===== src/rtl/uart_tx_fifo.sv =====
// Buffered 8N1 UART transmitter: a small circular FIFO feeding a START/DATA/STOP
// shift FSM that drives a registered, idle-high tx line.
module uart_tx_fifo #(
  parameter int unsigned CLK_FREQ = 100_000_000,
  parameter int unsigned BAUD     = 9600,
  parameter int unsigned DEPTH    = 8
) (
  input  logic                     clk,
  input  logic                     reset,
  input  logic                     wr_en,
  input  logic [7:0]               wr_data,
  output logic                     tx,
  output logic                     full,
  output logic                     empty,
  output logic [$clog2(DEPTH):0]   count,
  output logic                     busy,
  output logic                     overflow
);

  localparam int unsigned AW    = $clog2(DEPTH);
  localparam int unsigned CPB   = CLK_FREQ / BAUD;
  localparam int unsigned CNT_W = (CPB > 1) ? $clog2(CPB) : 1;
  localparam logic [CNT_W-1:0] LAST_CNT = CNT_W'(CPB - 1);
  localparam logic [AW:0]      FULL_CNT = (AW + 1)'(DEPTH);

  typedef enum logic [1:0] {IDLE, START, DATA, STOP} state_t;

  state_t           state;
  logic [7:0]       mem [DEPTH];
  logic [AW-1:0]    wptr;
  logic [AW-1:0]    rptr;
  logic [AW:0]      count_next;
  logic [CNT_W-1:0] clk_cnt;
  logic [2:0]       bit_idx;
  logic [7:0]       shift;
  logic             push;
  logic             pop;
  logic             bit_done;

  assign bit_done = (clk_cnt == LAST_CNT);
  // push looks at the registered full flag, so a same-cycle pop never frees room
  assign push     = wr_en && !full;
  assign pop      = !empty && ((state == IDLE) || ((state == STOP) && bit_done));

  always_comb begin
    count_next = count;
    case ({push, pop})
      2'b10:   count_next = count + (AW + 1)'(1);
      2'b01:   count_next = count - (AW + 1)'(1);
      default: count_next = count;
    endcase
  end

  always_ff @(posedge clk) begin
    if (push) mem[wptr] <= wr_data;
  end

  always_ff @(posedge clk or posedge reset) begin
    if (reset) begin
      wptr     <= '0;
      rptr     <= '0;
      count    <= '0;
      full     <= 1'b0;
      empty    <= 1'b1;
      overflow <= 1'b0;
    end else begin
      if (push) wptr <= wptr + AW'(1);
      if (pop)  rptr <= rptr + AW'(1);
      count    <= count_next;
      full     <= (count_next == FULL_CNT);
      empty    <= (count_next == '0);
      overflow <= wr_en && full;
    end
  end

  always_ff @(posedge clk or posedge reset) begin
    if (reset) begin
      state   <= IDLE;
      clk_cnt <= '0;
      bit_idx <= '0;
      shift   <= '0;
      tx      <= 1'b1;
      busy    <= 1'b0;
    end else begin
      case (state)
        IDLE: begin
          tx   <= 1'b1;
          busy <= 1'b0;
          if (pop) begin
            shift   <= mem[rptr];
            clk_cnt <= '0;
            state   <= START;
            tx      <= 1'b0;
            busy    <= 1'b1;
          end
        end
        START: begin
          if (bit_done) begin
            clk_cnt <= '0;
            bit_idx <= '0;
            state   <= DATA;
            tx      <= shift[0];
          end else begin
            clk_cnt <= clk_cnt + CNT_W'(1);
          end
        end
        DATA: begin
          if (bit_done) begin
            clk_cnt <= '0;
            if (bit_idx == 3'd7) begin
              state <= STOP;
              tx    <= 1'b1;
            end else begin
              bit_idx <= bit_idx + 3'd1;
              shift   <= shift >> 1;
              tx      <= shift[1];
            end
          end else begin
            clk_cnt <= clk_cnt + CNT_W'(1);
          end
        end
        STOP: begin
          if (bit_done) begin
            clk_cnt <= '0;
            // chain straight into the next start bit when a byte is waiting
            if (pop) begin
              shift <= mem[rptr];
              state <= START;
              tx    <= 1'b0;
            end else begin
              state <= IDLE;
              tx    <= 1'b1;
              busy  <= 1'b0;
            end
          end else begin
            clk_cnt <= clk_cnt + CNT_W'(1);
          end
        end
        default: begin
          state <= IDLE;
          tx    <= 1'b1;
          busy  <= 1'b0;
        end
      endcase
    end
  end

endmodule


===== config.mk =====
export PLATFORM = sky130hd
export DESIGN_NAME = uart_tx_fifo
export DESIGN_NICKNAME = d
export VERILOG_FILES = /design/src/rtl/uart_tx_fifo.sv
export SDC_FILE = /design/constraint.sdc
export NUM_CORES = 1
export LEC_CHECK = 0
export BUFFER_PORTS_ARGS = -buffer_cell sky130_fd_sc_hd__buf_2
export CAP_MARGIN = 10
export CORE_MARGIN = 3
export CORE_UTILIZATION = 40
export DETAILED_ROUTE_END_ITERATION = 6
export SLEW_MARGIN = 5
export SYNTH_ARGS = -nofsm -noshare
export SYNTH_HDL_FRONTEND = slang
export SYNTH_SLANG_ARGS = --single-unit

===== constraint.sdc =====
create_clock -name clk -period 5.15 [get_ports clk]
set_input_delay 0.2575 -clock clk [delete_from_list [all_inputs] [get_ports clk]]
set_output_delay 0.2575 -clock clk [all_outputs]
set_load 0.03 [all_outputs]

==> results.ini, run 1 <==
[placed_design]
portBuffers = 19
detailed_place_hpwl_um = 5640
gp_congestion = 0.731
placedCellCount = 513

[setup_path]
rr_worst_depth = 13
critPathMaxFanout = 23
r2r-end = empty$_DFF_PP1_
crit_chain = ha_1 > and4b_1 > nand4_1 > o22ai_2 > buf_4 > ha_1 > xor2_1 > ha_1 > a21oi_1 > xor2_1 > nor2_1 > xor2_1 > nor4b_1
cp_data_required_time_ns = 5.39
rr_startpoint = clk_cnt[0]$_DFFE_PP0N_
ff2ff_setup_slack_ns = 2.15
endpoint_kind = flop
worstSetupPathType = flop to flop
cp.arrival_ns = 3.24
startpoint_type = flop
slowest_stage = dfrtp_1
max_stage_delay_ns = 0.39

[clocking]
numClockSinks = 106
cts_tree = done
cts_resized = 0
clock_latency_ns = 0.35
clkTransAtPathRegs_ns = 0.07
cts_setup_buffers = 0
cts_root_buffer = clkbuf_16
htreeDepth = 3
cts_buffers = 9
cts_hold_buf = 0
cts_buffer_depth = 2

[routing]
drtIter0Drc = 181
vias = 2730
drc_errors = 0
vias_per_cell = 5.16
firstDrtPassIters = 4
routed_wl_um = 8470
post_drt_wl_per_cell_um = 16.0
postRouteAntennaNets = 0

[synthesis]
synthArstFlopShare = 0.396
synth_top_area_frac = 0.389
synth_top_cell_by_area = edfxtp_1
ys_dominant_reg_cell = edfxtp_1
synth_area_per_cell_um2 = 14.5
ys_ff_latch = 106
synth_edf_count = 64
syn_inst = 341
synth.distinct_cells = 56
syn_nets = 366
yosys-top-cells-area = edfxtp_1, dfrtp_1, mux4_1
seq_area_frac_synth = 0.602
synth-warning-count = 0
netlist_area_um2 = 4940

[global_route]
grt_max_degree = 43
track_usage = 0.138
grt_pass1_wl_um = 14300
grt_overflow = 0
grt_pass1_vias = 2729
antenna_found_initial = 0

[floorplan]
io_pins = 20
die_h_um = 117
coreArea_um2 = 11800
die-area_um2 = 13700
dieWidth_um = 117
initial_core_util = 0.420
rows = 39

[sta]
relSlewSlack = 0.365
rsz0062_at_grt = false
setup_tns_ns = 0
period_minus_slack_ns = 3.00
fmax_ghz = 0.333
slew_viol_final = 0
post-route-period-util = 0.583
setup_viol = 0
finalHoldViolCount = 0
worst_slew_pin_slew_ns = 0.953
skew_ns = 0.00691

[power_and_ir_drop]
vdd_drop_max_mv = 0.311
pwr-share-seq = 0.437
pwr-share-comb = 0.338
p_leak_nw = 2.07
p_int_w = 0.00190
p_switching_w = 0.00107
powerDensity_nw_per_um2 = 546
sw_frac_of_total = 0.361
clockPowerShare = 0.225

[run]
maxCapViolations = 0

[finish]
final_common_cell = edfxtp_1
diodes = 0
layout.nets = 385
utilization = 0.462
syn2layout_area_growth_pct = 9.87
fillers = 1043
final_cell_mix = edfxtp_1, dfrtp_1, nor2_1
layout-drive-gt1-share = 0.167
final_cells = 529

[worst_hold_path]
hp-class = input pin to asynchronous set/reset pin

[status]
status = finished clean

[routing by layer]
metal / up-vias / wire length [um] / share of wire / GRT usage
met4: 0 / 155 / 0.018 / 0.0520
met3: 13 / 237 / 0.028 / 0.0339
met2: 38 / 4180 / 0.49 / 0.220
met1: 1352 / 3900 / 0.46 / 0.182
li1: 1327 / - / - / -
met5: - / 0 / 0 / 0
[per-stage QoR]
| stage | setup WS [ns] | power [W] | area [um^2] | hold slack, ns |
|---|---|---|---|---|
| floorplan | 2.44 | 0.00212 | 4940 | 0.356 |
| detailed placement | 2.20 | 0.00234 | 5140 | 0.421 |
| global placement | 2.30 | 0.00230 | 5140 | 0.414 |
| CTS | 2.17 | 0.00301 | 5430 | 0.0440 |
| global route | 1.88 | 0.00316 | 5430 | 0.0884 |
| finish | 2.15 | 0.00296 | 5430 | 0.0238 |
[synthesized netlist by cell type (2+ instances only)]
master,number
a211oi_1,3
a21oi_1,5
a22o_1,4
a22oi_1,6
and4_1,2
and4bb_2,2
buf_4,2
buf_6,5
clkbuf_8,2
dfrtp_1,40
dfstp_2,2
edfxtp_1,64
ha_1,14
inv_1,16
mux2_2,5
mux2i_1,8
mux4_1,14
mux4_2,2
nand2_1,19
nand2b_1,5
nand3_1,16
nand4_1,3
nor2_1,33
nor3_1,8
nor4_1,2
o21ai_0,4
o311ai_0,3
o311ai_1,5
xnor2_1,13
xor2_1,8
[registers in the layout, indices dropped and copies added (netlist names)]
signal / count
bit_idx: 3
busy: 1
clk_cnt: 14
count: 4
empty: 1
full: 1
mem: 64
overflow: 1
rptr: 3
shift: 8
state: 2
tx: 1
wptr: 3
[kinds of logic (layout without fill, tap and decap cells)]
kind of cell               count (synthesis)  after routing  share of synthesized area
adders and majority gates                 14             14                     0.0354
DFF                                      106            106                      0.602
and+or+nand+nor                          103            103                      0.112
xor gates and xnor gates                  21             21                     0.0372
muxes                                     29             29                      0.111
AOI/OAI and AO/OA                         39             39                     0.0640
buffers and inverters                     29             53                     0.0380
[power by group through the flow]
stage	Sequential, W	Clock, W	Combinational (W)
2_1_floorplan	0.00126	0	0.000867
3_3_place_gp	0.00131	0	0.000995
3_5_place_dp	0.00132	0	0.00102
4_1_cts	0.00130	0.000686	0.00102
5_1_grt	0.00133	0.000724	0.00112
6_report	0.00130	0.000667	0.00100
[layout make-up]
class	count	area (um^2)	share of cell area
clock buffer	9	225	0.0415
clock inverter	7	65.1	0.0120
inverter	16	60.1	0.0111
multi-input combinational	206	1790	0.329
sequential	106	2980	0.548
tap	164	205	0.0378
timing repair buffer	21	110	0.0203
[how the worst max path moves through the flow]
stage / from / to / slack, ns
floorplan: clk_cnt[0]$_DFFE_PP0N_ / empty$_DFF_PP1_ / 2.44
global placement: clk_cnt[0]$_DFFE_PP0N_ / empty$_DFF_PP1_ / 2.30
detailed placement: clk_cnt[0]$_DFFE_PP0N_ / empty$_DFF_PP1_ / 2.20
CTS: clk_cnt[0]$_DFFE_PP0N_ / empty$_DFF_PP1_ / 2.17
global route: state[0]$_DFFE_PP0P_ / empty$_DFF_PP1_ / 1.88
finish: clk_cnt[0]$_DFFE_PP0N_ / empty$_DFF_PP1_ / 2.15
[critical path: cells and delay by family (launching register included)]
kind                     cells  cell delay, ns
AND/OR/NAND/NOR              4            0.80
adder cells (fa/ha/maj)      3            0.72
XOR/XNOR                     3            0.41
flip-flops                   1            0.39
AO/OA/AOI/OAI                2            0.29
buffers and inverters        1            0.28
Note: power is estimated with default switching activity, not from simulation.
==> run 2, diff against run 1 <==
--- a/config.mk
+++ b/config.mk
@@ -5,6 +5,7 @@
 export SDC_FILE = /design/constraint.sdc
 export NUM_CORES = 1
 export LEC_CHECK = 0
+export ABC_AREA = 1
 export BUFFER_PORTS_ARGS = -buffer_cell sky130_fd_sc_hd__buf_2
 export CAP_MARGIN = 10
 export CORE_MARGIN = 3
==> constraint.sdc (replaced) <==
create_clock -name clk -period 3.1 [get_ports clk]
set_input_delay 0.155 -clock clk [delete_from_list [all_inputs] [get_ports clk]]
set_output_delay 0.155 -clock clk [all_outputs]
set_load 0.03 [all_outputs]
==> run 2 against run 1 <==
  * Sequential power up 52%
  * First-iteration DRC count down 1.7%
  * Critical path depth up 1
  * Final area up 5.7%
  * Clock skew up 0.0044 ns
  * Largest cell class unchanged
==> results.ini, run 2 <==
[finish]
registers.top_by_ff_count = mem
fillers = 1166
layout.nets = 579
largest_reg_flops = 64
reg.largest.list = mem x64, clk_cnt x14, shift x8
diodes = 0
final_common_cell = nand2_1
final_cell_mix = nand2_1, nand3_1, edfxtp_1
layout-drive-gt1-share = 0.161
syn2layout_area_growth_pct = 13.0

[clocking]
clock_latency_ns = 0.35
cts_buffer_depth = 2
cts_root_buffer = clkbuf_16
numClockSinks = 106
clkTransAtPathRegs_ns = 0.08
cts_tree = done
cts_setup_buffers = 0
cts_buffers = 9
htreeDepth = 3

[placed_design]
gp_congestion = 0.831
detailed_place_hpwl_um = 6920
portBuffers = 19
post-place-ws_ns = 0.549

[sta]
slew_viol_final = 0
post-route-period-util = 0.818
period_minus_slack_ns = 2.54
finalHoldViolCount = 0
relSlewSlack = 0.620
worst_slew_pin_slew_ns = 0.570
setup_viol = 0
skew_ns = 0.0113
setup_ws_ns = 0.563
fmax_ghz = 0.394
setup_tns_ns = 0
rsz0062_at_grt = false

[floorplan]
dieWidth_um = 119
die_h_um = 119
coreArea_um2 = 12200
io_pins = 20
rows = 40
initial_core_util = 0.416
die-area_um2 = 14100

[power_and_ir_drop]
powerDensity_nw_per_um2 = 922
p_leak_nw = 2.59
p_total_w = 0.00529
vdd_drop_max_mv = 0.424

[synthesis]
synthArstFlopShare = 0.396
yosys-top-cells-area = edfxtp_1, dfrtp_1, nand2_1
synth_top_cell_by_area = edfxtp_1
synth-warning-count = 0
netlist_area_um2 = 5080
ys_ff_latch = 106
yosysMostFrequentCell = nand2_1
synth_edf_count = 64
netlist_top_cells_count = nand2_1, edfxtp_1, nand3_1
synth.distinct_cells = 35
seq_area_frac_synth = 0.586
syn_inst = 524
synth_area_per_cell_um2 = 9.69
synth_top_area_frac = 0.378
syn_nets = 549
ys_dominant_reg_cell = edfxtp_1

[global_route]
antenna_found_initial = 0
grt_overflow = 0
grt_pass1_wl_um = 16900
grt_pass1_vias = 3447
track_usage = 0.152
grt_max_degree = 36

[setup_path]
startpoint_type = flop
cp_data_required_time_ns = 3.39
cp.arrival_ns = 2.82
worstSetupPathType = flop to flop
rr_startpoint = state[1]$_DFFE_PP0P_
cp-startpoint = state[1]$_DFFE_PP0P_
endpoint_kind = flop
critPathMaxFanout = 8

[routing]
vias = 3469
vias_per_cell = 4.77
firstDrtPassIters = 5
post_drt_wl_per_cell_um = 14.1
postRouteAntennaNets = 0
drtIter0Drc = 178
drc_errors = 0
routed_wl_um = 10300

[run]
maxCapViolations = 0

[worst_hold_path]
hp-class = input pin to flop
min_from = wr_data[3]

[status]
status = finished clean

run 2: cell count changes after synthesis, moves of 8 or more:
cell / change
nand2_1: +143
mux4_1: -14
xnor2_1: -11
nand3_1: +48
nor2_1: +8
inv_1: +22
buf_2: +12
mux2i_1: -8
inv_2: +10
run 2: logic make-up after synthesis:
| kind of cell | after synthesis | share of synthesized area |
|---|---|---|
| DFF | 106 | 0.586 |
| and+or+nand+nor | 302 | 0.281 |
| buffers and inverters | 64 | 0.0510 |
| adders and majority gates | 14 | 0.0345 |
| xor gates and xnor gates | 9 | 0.0155 |
| AOI/OAI and AO/OA | 29 | 0.0323 |
run 2: path summary, 6_finish.rpt:
path | cells after the start | to | slack, ns
max | 14 | empty$_DFF_PP1_ | 0.56
min | 1 | mem[5][3]$_DFFE_PP_ | 0.08
max reg2reg | 14 | empty$_DFF_PP1_ | 0.56
min reg2reg | 2 | tx$_DFFE_PP1P_ | 0.48
max in group asynchronous | 4 | tx$_DFFE_PP1P_ | 2.08
min in group asynchronous | 3 | count[0]$_DFF_PP0_ | 0.26
run 2: per-stage QoR:
step | util | cell area, um^2 | std cells | hold slack, ns
global route | 0.470 | 5740 | 727 | 0.0747
detailed placement | 0.443 | 5410 | 709 | 0.0791
floorplan | - | 5080 | 524 | 0.254
global placement | 0.443 | 5410 | 709 | 0.0746
finish | 0.470 | 5740 | 727 | 0.0766
CTS | 0.470 | 5740 | 727 | 0.0619
run 2: power breakdown:
| part | internal (W) | leakage, nW | switching (W) |
|---|---|---|---|
| Clock | 0.000649 | 0.157 | 0.000543 |
| Combinational | 0.000680 | 1.32 | 0.00145 |
| Sequential | 0.00180 | 1.12 | 0.000173 |
| Total | 0.00313 | 2.59 | 0.00216 |
run 2: critical path: stages, from the launching register on:
cell and delay, ns:
dfrtp_1 0.41, inv_1 0.16, ha_1 0.19, inv_1 0.05
or2_2 0.32, nand2_4 0.13, ha_1 0.21, nor2_1 0.06
nor2_1 0.18, ha_1 0.27, nand2_1 0.07, nand2_1 0.06
nor2_1 0.11, o211ai_1 0.12, nor2_1 0.13
run 2: layer usage:
metal,vias up,wire (um),part of all wire,GRT usage
met2,43,5310,0.52,0.267
met5,-,0,0,0
li1,1775,-,-,-
met4,0,136,0.013,0.0442
met1,1640,4450,0.43,0.182
met3,11,352,0.034,0.0411
run 2: final cells by class:
cell class	count	area, um^2	share of cell area
inverter	50	190	0.0331
timing repair buffer	33	205	0.0358
sequential	106	2980	0.518
clock inverter	7	88.8	0.0155
tap	168	210	0.0366
multi-input combinational	354	1840	0.321
clock buffer	9	225	0.0392
run 2: what timing repair did:
item	in CTS	in global routing
endpoints found under the setup margin	0	0
gates resized for setup	0	0
hold buffers	2	0
hold endpoints to repair	9	0
==> run 3, diff against run 2 <==
==> constraint.sdc (replaced) <==
create_clock -name clk -period 2.45 [get_ports clk]
set_input_delay 0.1225 -clock clk [delete_from_list [all_inputs] [get_ports clk]]
set_output_delay 0.1225 -clock clk [all_outputs]
set_load 0.03 [all_outputs]
==> run 3 against run 2 <==
  * Global-route usage is 0.37 points higher
  * Final area increased by 1.2%
  * Via count grew 1.5%
  * Die area stayed put
  * Flip-flop and latch count stayed put
  * Hold slack worse by 0.039 ns
  * Core utilization is 0.56 points higher
  * Critical path type unchanged
  * Largest power group unchanged
==> results.ini, run 3 (same netlist as run 2, synthesis figures left out) <==
[finish]
multi_input_area_um2 = 1860
reg.largest.list = mem x64, clk_cnt x14, shift x8
regArea_um2 = 2980
fillers = 1159
final_cells = 735
layout-drive-gt1-share = 0.182
diodes = 0
final_cell_mix = nand2_1, nand3_1, edfxtp_1
layout.nets = 587
registers.top_by_ff_count = mem
final_common_cell = nand2_1
utilization = 0.476
syn2layout_area_growth_pct = 14.4
largest_reg_flops = 64

[floorplan]
coreArea_um2 = 12200
io_pins = 20
die-area_um2 = 14100
rows = 40
initial_core_util = 0.416
dieWidth_um = 119
die_h_um = 119

[routing]
routed_wl_um = 10100
vias = 3522
vias_per_cell = 4.79
drtIter0Drc = 207
drc_errors = 0
firstDrtPassIters = 4
post_drt_wl_per_cell_um = 13.7
postRouteAntennaNets = 0

[power_and_ir_drop]
vdd_drop_max_mv = 0.596
p_leak_nw = 2.62
p_total_w = 0.00668
powerDensity_nw_per_um2 = 1150

[global_route]
grt_pass1_vias = 3454
antenna_found_initial = 0
grt_overflow = 0
track_usage = 0.156
grt_max_degree = 33
grt_pass1_wl_um = 17300

[clocking]
clock_latency_ns = 0.35
cts_buffers = 9
htreeDepth = 3
numClockSinks = 106
cts_root_buffer = clkbuf_16
cts_buffer_depth = 2
cts_tree = done
clkTransAtPathRegs_ns = 0.07

[sta]
slew_viol_final = 0
post-route-period-util = 0.903
rsz0062_at_grt = false
fmax_ghz = 0.452
setup_viol = 0
skew_ns = 0.00773
period_minus_slack_ns = 2.21
relSlewSlack = 0.631
worst_slew_pin_slew_ns = 0.553
setup_tns_ns = 0
finalHoldViolCount = 0

[worst_hold_path]
hp-class = input pin to flop

[setup_path]
slowest_stage = dfrtp_2
critPathMaxFanout = 6
cp_data_required_time_ns = 2.68
cp_common_cell = inv_1
worstSetupPathType = flop to flop
path_buf_inv = 4
cp.arrival_ns = 2.44
max_stage_delay_ns = 0.45
endpoint_kind = flop
ff2ff_setup_slack_ns = 0.24
cpLargestDelayFamily = simple AND/OR/NAND/NOR gates
startpoint_type = flop
crit_chain = inv_2 > ha_1 > inv_1 > or2_4 > nand2_4 > ha_4 > nand2_1 > inv_1 > nor2_2 > ha_1 > a21oi_1 > inv_1 > nand2_1 > nand3_1 > o211ai_1 > a21oi_1

[placed_design]
detailed_place_hpwl_um = 6800
placedCellCount = 715
gp_congestion = 0.781
portBuffers = 19

[run]
maxCapViolations = 0

[status]
status = finished clean

run 3: changes by cell type in the layout (fill, tap and decap cells not counted), sizes merged:
cell,previous run,this run
inv,52,53
buf,31,39
bufinv,1,0
run 3: path summary, 6_finish.rpt:
path | start | to | cells past startpoint
hold / removal | wr_data[7] | mem[2][7]$_DFFE_PP_ | 1
setup reg to reg | state[0]$_DFFE_PP0P_ | full$_DFF_PP0_ | 16
max in group asynchronous | reset | tx$_DFFE_PP1P_ | 5
min in group asynchronous | reset | wptr[2]$_DFFE_PP0P_ | 3
setup / recovery | state[0]$_DFFE_PP0P_ | full$_DFF_PP0_ | 16
hold reg to reg | tx$_DFFE_PP1P_ | tx$_DFFE_PP1P_ | 2
run 3: power by group:
part | leakage [nW] | internal, W | total [W] | switching (W)
sequential | 1.12 | 0.00228 | 0.00247 | 0.000191
combinational | 1.36 | 0.000944 | 0.00281 | 0.00187
clock | 0.144 | 0.000712 | 0.00140 | 0.000688
run 3: repair_timing:
action / in CTS / in global routing
buffers inserted: 0 / 1
resized for setup: 0 / 7
hold buffers: 2 / 0
endpoints found under the setup margin: 0 / 3
endpoints found under the hold margin: 28 / 0
run 3: layout make-up:
| class | count | area share |
|---|---|---|
| multi-input combinational | 354 | 0.321 |
| tap | 168 | 0.0362 |
| clock buffer | 9 | 0.0388 |
| sequential | 106 | 0.512 |
| timing repair buffer | 41 | 0.0491 |
| inverter | 50 | 0.0327 |
| clock inverter | 7 | 0.0101 |
run 3: stage by stage:
step	worst slack (ns)	hold slack (ns)	instance area, um^2
6_report	0.238	0.0381	5810
2_1_floorplan	0.138	0.221	5080
3_3_place_gp	0.0985	0.294	5450
5_1_grt	0.00430	0.0433	5810
3_5_place_dp	0.0106	0.300	5450
4_1_cts	0.000337	0.0209	5750
run 3: metal layers:
layer	vias to the layer above	track usage	routed length, um
li1	1796	-	-
met1	1670	0.196	4490
met3	12	0.0335	315
met4	0	0.0521	176
met2	44	0.265	5110
met5	-	0	0
run 3: worst register-to-register path, delay by kind of cell (launching register included):
family,cells,cell delay [ns]
AND/OR/NAND/NOR,6,0.58
adder cells (fa/ha/maj),3,0.48
flip-flops,1,0.45
AO/OA/AOI/OAI,3,0.32
buffers and inverters,4,0.27
